===== config.mk =====
export PLATFORM = sky130hd
export DESIGN_NAME = stream_arbiter
export DESIGN_NICKNAME = d
export VERILOG_FILES = /design/src/rtl/stream_arbiter.sv
export SDC_FILE = /design/constraint.sdc
export NUM_CORES = 1
export LEC_CHECK = 0
export BUFFER_PORTS_ARGS = -buffer_cell sky130_fd_sc_hd__buf_2
export CORE_MARGIN = 1
export CORE_UTILIZATION = 40
export CTS_CLUSTER_DIAMETER = 60
export DETAILED_ROUTE_END_ITERATION = 7
export PLACE_DENSITY = 0.76
export SLEW_MARGIN = 40
export SYNTH_ARGS = -nofsm -noshare
export SYNTH_HDL_FRONTEND = slang
export SYNTH_SLANG_ARGS = --single-unit

===== constraint.sdc =====
create_clock -name clk_i -period 1.8 [get_ports clk_i]
set_input_delay 0.27 -clock clk_i [delete_from_list [all_inputs] [get_ports clk_i]]
set_output_delay 0.27 -clock clk_i [all_outputs]
set_load 0.005 [all_outputs]

===== src/rtl/stream_arbiter.sv =====
// Round-robin merge of two byte-record streams into the 16-bit FIFO write path.
// Bytes pack low-first; a dangling half-word is padded on flush or idle timeout.
module stream_arbiter #(
    parameter int unsigned FLUSH_TIMEOUT = 1024,
    parameter logic [7:0]  PAD_BYTE      = 8'hff
) (
    input  logic        clk_i,
    input  logic        reset_i,
    input  logic [7:0]  s0_data_i,
    input  logic        s0_valid_i,
    input  logic        s0_last_i,
    output logic        s0_ack_o,
    input  logic [7:0]  s1_data_i,
    input  logic        s1_valid_i,
    input  logic        s1_last_i,
    output logic        s1_ack_o,
    input  logic        flush_i,
    output logic [15:0] wr_data_o,
    output logic        wr_en_o,
    input  logic        wr_ready_i,
    output logic [1:0]  grant_o,
    output logic        busy_o
);

    localparam int unsigned      CNT_W   = 16;
    localparam logic [CNT_W-1:0] CNT_MAX = CNT_W'(FLUSH_TIMEOUT);

    typedef enum logic [1:0] {
        ST_IDLE = 2'd0,
        ST_G0   = 2'd1,
        ST_G1   = 2'd2
    } state_t;

    state_t           r_state;
    state_t           w_state_next;
    logic             r_last_grant;
    logic             w_last_grant_next;
    logic             r_rec_start;
    logic             r_half_valid;
    logic [7:0]       r_lo;
    logic             r_flush_pend;
    logic [CNT_W-1:0] r_cnt;

    logic       w_room;
    logic       w_ack0;
    logic       w_ack1;
    logic       w_ack;
    logic       w_pad;
    logic       w_rearb;
    logic       w_any_valid;
    logic       w_pick_src;
    logic [7:0] w_byte;

    // Handshake: a second byte needs FIFO room, a first byte only fills lo_r.
    assign w_room = !r_half_valid || wr_ready_i;
    assign w_ack0 = !reset_i && (r_state == ST_G0) && s0_valid_i && w_room;
    assign w_ack1 = !reset_i && (r_state == ST_G1) && s1_valid_i && w_room;
    assign w_ack  = w_ack0 || w_ack1;
    assign w_byte = w_ack1 ? s1_data_i : s0_data_i;

    assign w_pad = !reset_i && (r_state == ST_IDLE) && r_half_valid
                   && (r_flush_pend || (r_cnt == CNT_MAX)) && wr_ready_i;

    // Round-robin pick: when both are valid the source not granted last wins.
    assign w_any_valid = s0_valid_i || s1_valid_i;
    assign w_pick_src  = (s0_valid_i && s1_valid_i) ? !r_last_grant : s1_valid_i;

    always_comb begin
        w_state_next      = r_state;
        w_last_grant_next = r_last_grant;
        w_rearb           = 1'b0;
        case (r_state)
            ST_IDLE: w_rearb = 1'b1;
            // A fresh grant whose source has nothing to send is released at once.
            ST_G0:   w_rearb = (w_ack0 && s0_last_i) || (r_rec_start && !s0_valid_i);
            ST_G1:   w_rearb = (w_ack1 && s1_last_i) || (r_rec_start && !s1_valid_i);
            default: w_rearb = 1'b1;
        endcase
        if (w_rearb) begin
            if (w_any_valid) begin
                w_state_next      = w_pick_src ? ST_G1 : ST_G0;
                w_last_grant_next = w_pick_src;
            end else begin
                w_state_next = ST_IDLE;
            end
        end
    end

    always_ff @(posedge clk_i) begin
        if (reset_i) begin
            r_state      <= ST_IDLE;
            r_last_grant <= 1'b1;
            r_rec_start  <= 1'b0;
            r_half_valid <= 1'b0;
            r_lo         <= 8'h00;
            r_flush_pend <= 1'b0;
            r_cnt        <= '0;
        end else begin
            r_state      <= w_state_next;
            r_last_grant <= w_last_grant_next;

            if (w_rearb)
                r_rec_start <= 1'b1;
            else if (w_ack)
                r_rec_start <= 1'b0;

            if (w_ack) begin
                if (r_half_valid) begin
                    r_half_valid <= 1'b0;
                end else begin
                    r_lo         <= w_byte;
                    r_half_valid <= 1'b1;
                end
            end else if (w_pad) begin
                r_half_valid <= 1'b0;
            end

            if (w_ack || w_pad)
                r_cnt <= '0;
            else if (r_half_valid && (r_cnt != CNT_MAX))
                r_cnt <= r_cnt + CNT_W'(1);

            // A flush is only resolved in IDLE so a mid-record request waits for the record end.
            if (w_pad)
                r_flush_pend <= 1'b0;
            else if (flush_i)
                r_flush_pend <= 1'b1;
            else if ((r_state == ST_IDLE) && !r_half_valid)
                r_flush_pend <= 1'b0;
        end
    end

    assign s0_ack_o  = w_ack0;
    assign s1_ack_o  = w_ack1;
    assign wr_en_o   = (w_ack && r_half_valid) || w_pad;
    assign wr_data_o = w_pad ? {PAD_BYTE, r_lo} : {w_byte, r_lo};
    assign busy_o    = (r_state != ST_IDLE) || r_half_valid || r_flush_pend;

    always_comb begin
        grant_o = 2'b00;
        case (r_state)
            ST_G0:   grant_o = 2'b01;
            ST_G1:   grant_o = 2'b10;
            default: grant_o = 2'b00;
        endcase
    end

endmodule


==> results.sh <==
export IMPL_status="finished, violations left"
export IMPL_violations="negative setup slack"
export IMPL_htreeDepth=2
export IMPL_die_area_mm2=0.00433
export IMPL_rows=22
export IMPL_cts_buffer_depth=2
export IMPL_grt_max_degree=17
export IMPL_setup_slack_ns=-0.177
export IMPL_insertion_delay_ns=0.29
export IMPL_path_class="register to output pin"
export IMPL_ios=46
export IMPL_syn_instance_count=181
export IMPL_syn_area_mm2=0.00163
export IMPL_diodes=0
export IMPL_postLayoutCellArea_mm2=0.00237
export IMPL_antenna_found_initial=0
export IMPL_path_max_fanout=5
export IMPL_core_area_mm2=0.00377
export IMPL_critPathRequiredTime_ns=1.53
export IMPL_fmax_mhz=506
export IMPL_clkTransAtPathRegs_ns=0.07
export IMPL_die_h_um=65.8
export IMPL_vias=1552
export IMPL_grt_total_usage_pct=20.3
export IMPL_start_util_pct=43.2
export IMPL_critical_path_startpoint_type="register"
export IMPL_synth_seq_area_share_pct=36.9
export IMPL_crit_arrival_ns=1.71
export IMPL_skew_ns=0.00386
export IMPL_drtIter0Drc=95
export IMPL_max_slew_worst_pin_slew_ns=0.412
export IMPL_wirelength_um=4160
export IMPL_crit_path_start="r_cnt[0]"
export IMPL_end_kind="output pin"
export IMPL_cts_made_buffers=5
export IMPL_ys_ff_latch=30
export IMPL_port_buffers=45
export IMPL_hold_violations=0
export IMPL_drive_above_1_share_pct=48.8
export IMPL_drc=0
export IMPL_hp_class="input pin to register"
export IMPL_grt_pass1_vias=1472
export IMPL_syn_area_per_cell_um2=8.99
export IMPL_p_leak_nw=1.01
export IMPL_powerDensity_mw_per_mm2=709
export IMPL_gp_congestion=0.788
export IMPL_areaGrowthSynthToFinish_pct=45.5
export IMPL_ir_drop_mv=0.355
export IMPL_grt_overflow_total=0
export IMPL_reg2reg_from="r_cnt[0]"
export IMPL_cts_root_buf="clkbuf_8"
export IMPL_slew_limit_headroom_pct=72.4
export IMPL_period_share_pct=110
export IMPL_min_from="flush_i"
export IMPL_nets=284
export IMPL_avgRoutedWirePerCell_um=13.8
export IMPL_clock_sinks=30
export IMPL_grt_pass1_wl_um=6480
export IMPL_pre_cts_slack_ns=-0.0415
export IMPL_yosysWarnings=0
export IMPL_setup_violations=9
export IMPL_slowest_delay_ns=0.32
export IMPL_die_x_um=65.8
export IMPL_crit_chain="inv_2 > ha_4 > nor4bb_4 > nand4_1 > a21o_1 > buf_6 > nand2_1 > buf_2"
export IMPL_finalCriticalPeriod_ns=1.98
export IMPL_rsz0062_at_grt="yes"
export IMPL_cts_tree="yes"
export IMPL_antenna_left=0
export IMPL_synthesis_nets=212
export IMPL_maxCapViolations=0
export IMPL_placedInstanceArea_mm2=0.00198
export IMPL_drtPass1Iterations=4
export IMPL_hpwl_um=2630
export IMPL_ys_types=39
export IMPL_placed_cells=282
export IMPL_finalMaxSlewViolations=0
export IMPL_drt_vias_per_instance=5.14
export IMPL_slowest_stage="dfxtp_2"
export IMPL_fin_cells=302
## cell usage in the layout (no fill, tap or decap), drive strengths merged
cell type	n
a211oi	8
a21boi	2
a21o	2
a21oi	4
a221o	1
a221oi	2
a31oi	1
and2	1
and3	2
and4	5
buf	72
clkbuf	6
clkinv	1
clkinvlp	1
dfxtp	30
ha	7
inv	9
mux2i	8
nand2	20
nand2b	3
nand3	12
nand3b	1
nand4	6
nor2	26
nor2b	1
nor3	2
nor4	2
nor4bb	1
o21ai	1
o21ba	1
o221ai	1
xnor2	3
xor2	12
## area by class of cell
type	count	area, µm²
Clock inverter	2	12.5
Timing Repair Buffer	72	468
Fill cell	303	1400
Sequential cell	30	607
Inverter	9	33.8
Clock buffer	6	82.6
Multi-Input combinational cell	135	1100
Tap cell	48	60.1
## power by group
group          total (mW)  switching [mW]  internal (mW)
clock               0.576           0.269          0.307
combinational       0.385           0.190          0.195
sequential          0.718          0.0191          0.699
## through the flow
step	hold slack, ns	setup TNS (ns)	utilization (%)	power, mW
after floorplan	0.335	0	-	0.921
after global placement	0.488	-0.0930	52.6	1.03
after detailed placement	0.496	-0.146	52.6	1.04
after CTS	0.262	-1.49	60.7	1.67
after global routing	0.320	-2.35	62.8	1.76
final	0.293	-1.47	62.8	1.68
## what timing repair did
item                                    CTS  global route
buffers inserted                          8             2
gates resized for setup                  34            11
pin swaps                                 6             2
endpoints found under the setup margin   17            26
cloned                                    1             1
hold buffers                              0             0
endpoints found under the hold margin     0             0
## path summary, 6_finish.rpt
path              cells past startpoint       endpoint  slack (ns)
hold / removal                        3   r_flush_pend        0.29
setup / recovery                      8  wr_data_o[10]       -0.18
hold reg to reg                       2    r_rec_start        0.50
setup reg to reg                      9      r_cnt[10]        0.04
## metal layers
| layer | vias to the layer above | routed length, µm | global-route usage, % |
|---|---|---|---|
| li1 | 774 | - | - |
| met1 | 732 | 1830 | 22.8 |
| met2 | 39 | 2050 | 35.2 |
| met3 | 7 | 178 | 5.34 |
| met4 | 0 | 93 | 10.1 |
| met5 | - | 0 | 0 |
## synthesized netlist by cell type (all sizes together)
cell,n,area share [%]
a211oi,8,6.1
a21boi,2,0.92
a21o,2,0.92
a21oi,4,1.2
a221o,1,0.61
a221oi,2,2.2
a31oi,1,0.38
and2,1,0.38
and3,2,0.77
and4,5,2.8
buf,7,3.7
clkbuf,1,0.23
dfxtp,30,37
ha,7,5.4
inv,9,2.1
mux2i,8,4.9
nand2,20,4.8
nand2b,3,1.2
nand3,11,3.7
nand3b,1,0.46
nand4,6,2.3
nor2,26,6.1
nor2b,1,0.38
nor3,2,0.61
nor4,2,0.77
nor4bb,1,0.61
o21ai,1,0.31
o21ba,1,0.61
o221ai,1,0.54
xnor2,3,1.6
xor2,12,6.5
## flip-flops by register name (all words and copies together), names as in the netlist
name          cells
r_lo              8
r_rec_start       1
r_flush_pend      1
r_last_grant      1
r_cnt            16
r_half_valid      1
r_state           2
## critical path, delay by kind of cell, from the launching register on
kind | cells | cell delay, ns
adders and majority gates | 1 | 0.13
and+or+nand+nor | 3 | 0.37
buffers and inverters | 3 | 0.33
AOI/OAI and AO/OA | 1 | 0.27
DFF | 1 | 0.32
## cell families after synthesis
logic type,count (synthesis),synth area share [%]
buffers and inverters,17,5.99
AOI/OAI and AO/OA,23,13.8
muxes,8,4.92
DFF,30,36.9
adders and majority gates,7,5.38
and+or+nand+nor,81,24.9
xor gates and xnor gates,15,8.07
No activity file was read; power rests on OpenSTA's default activity.
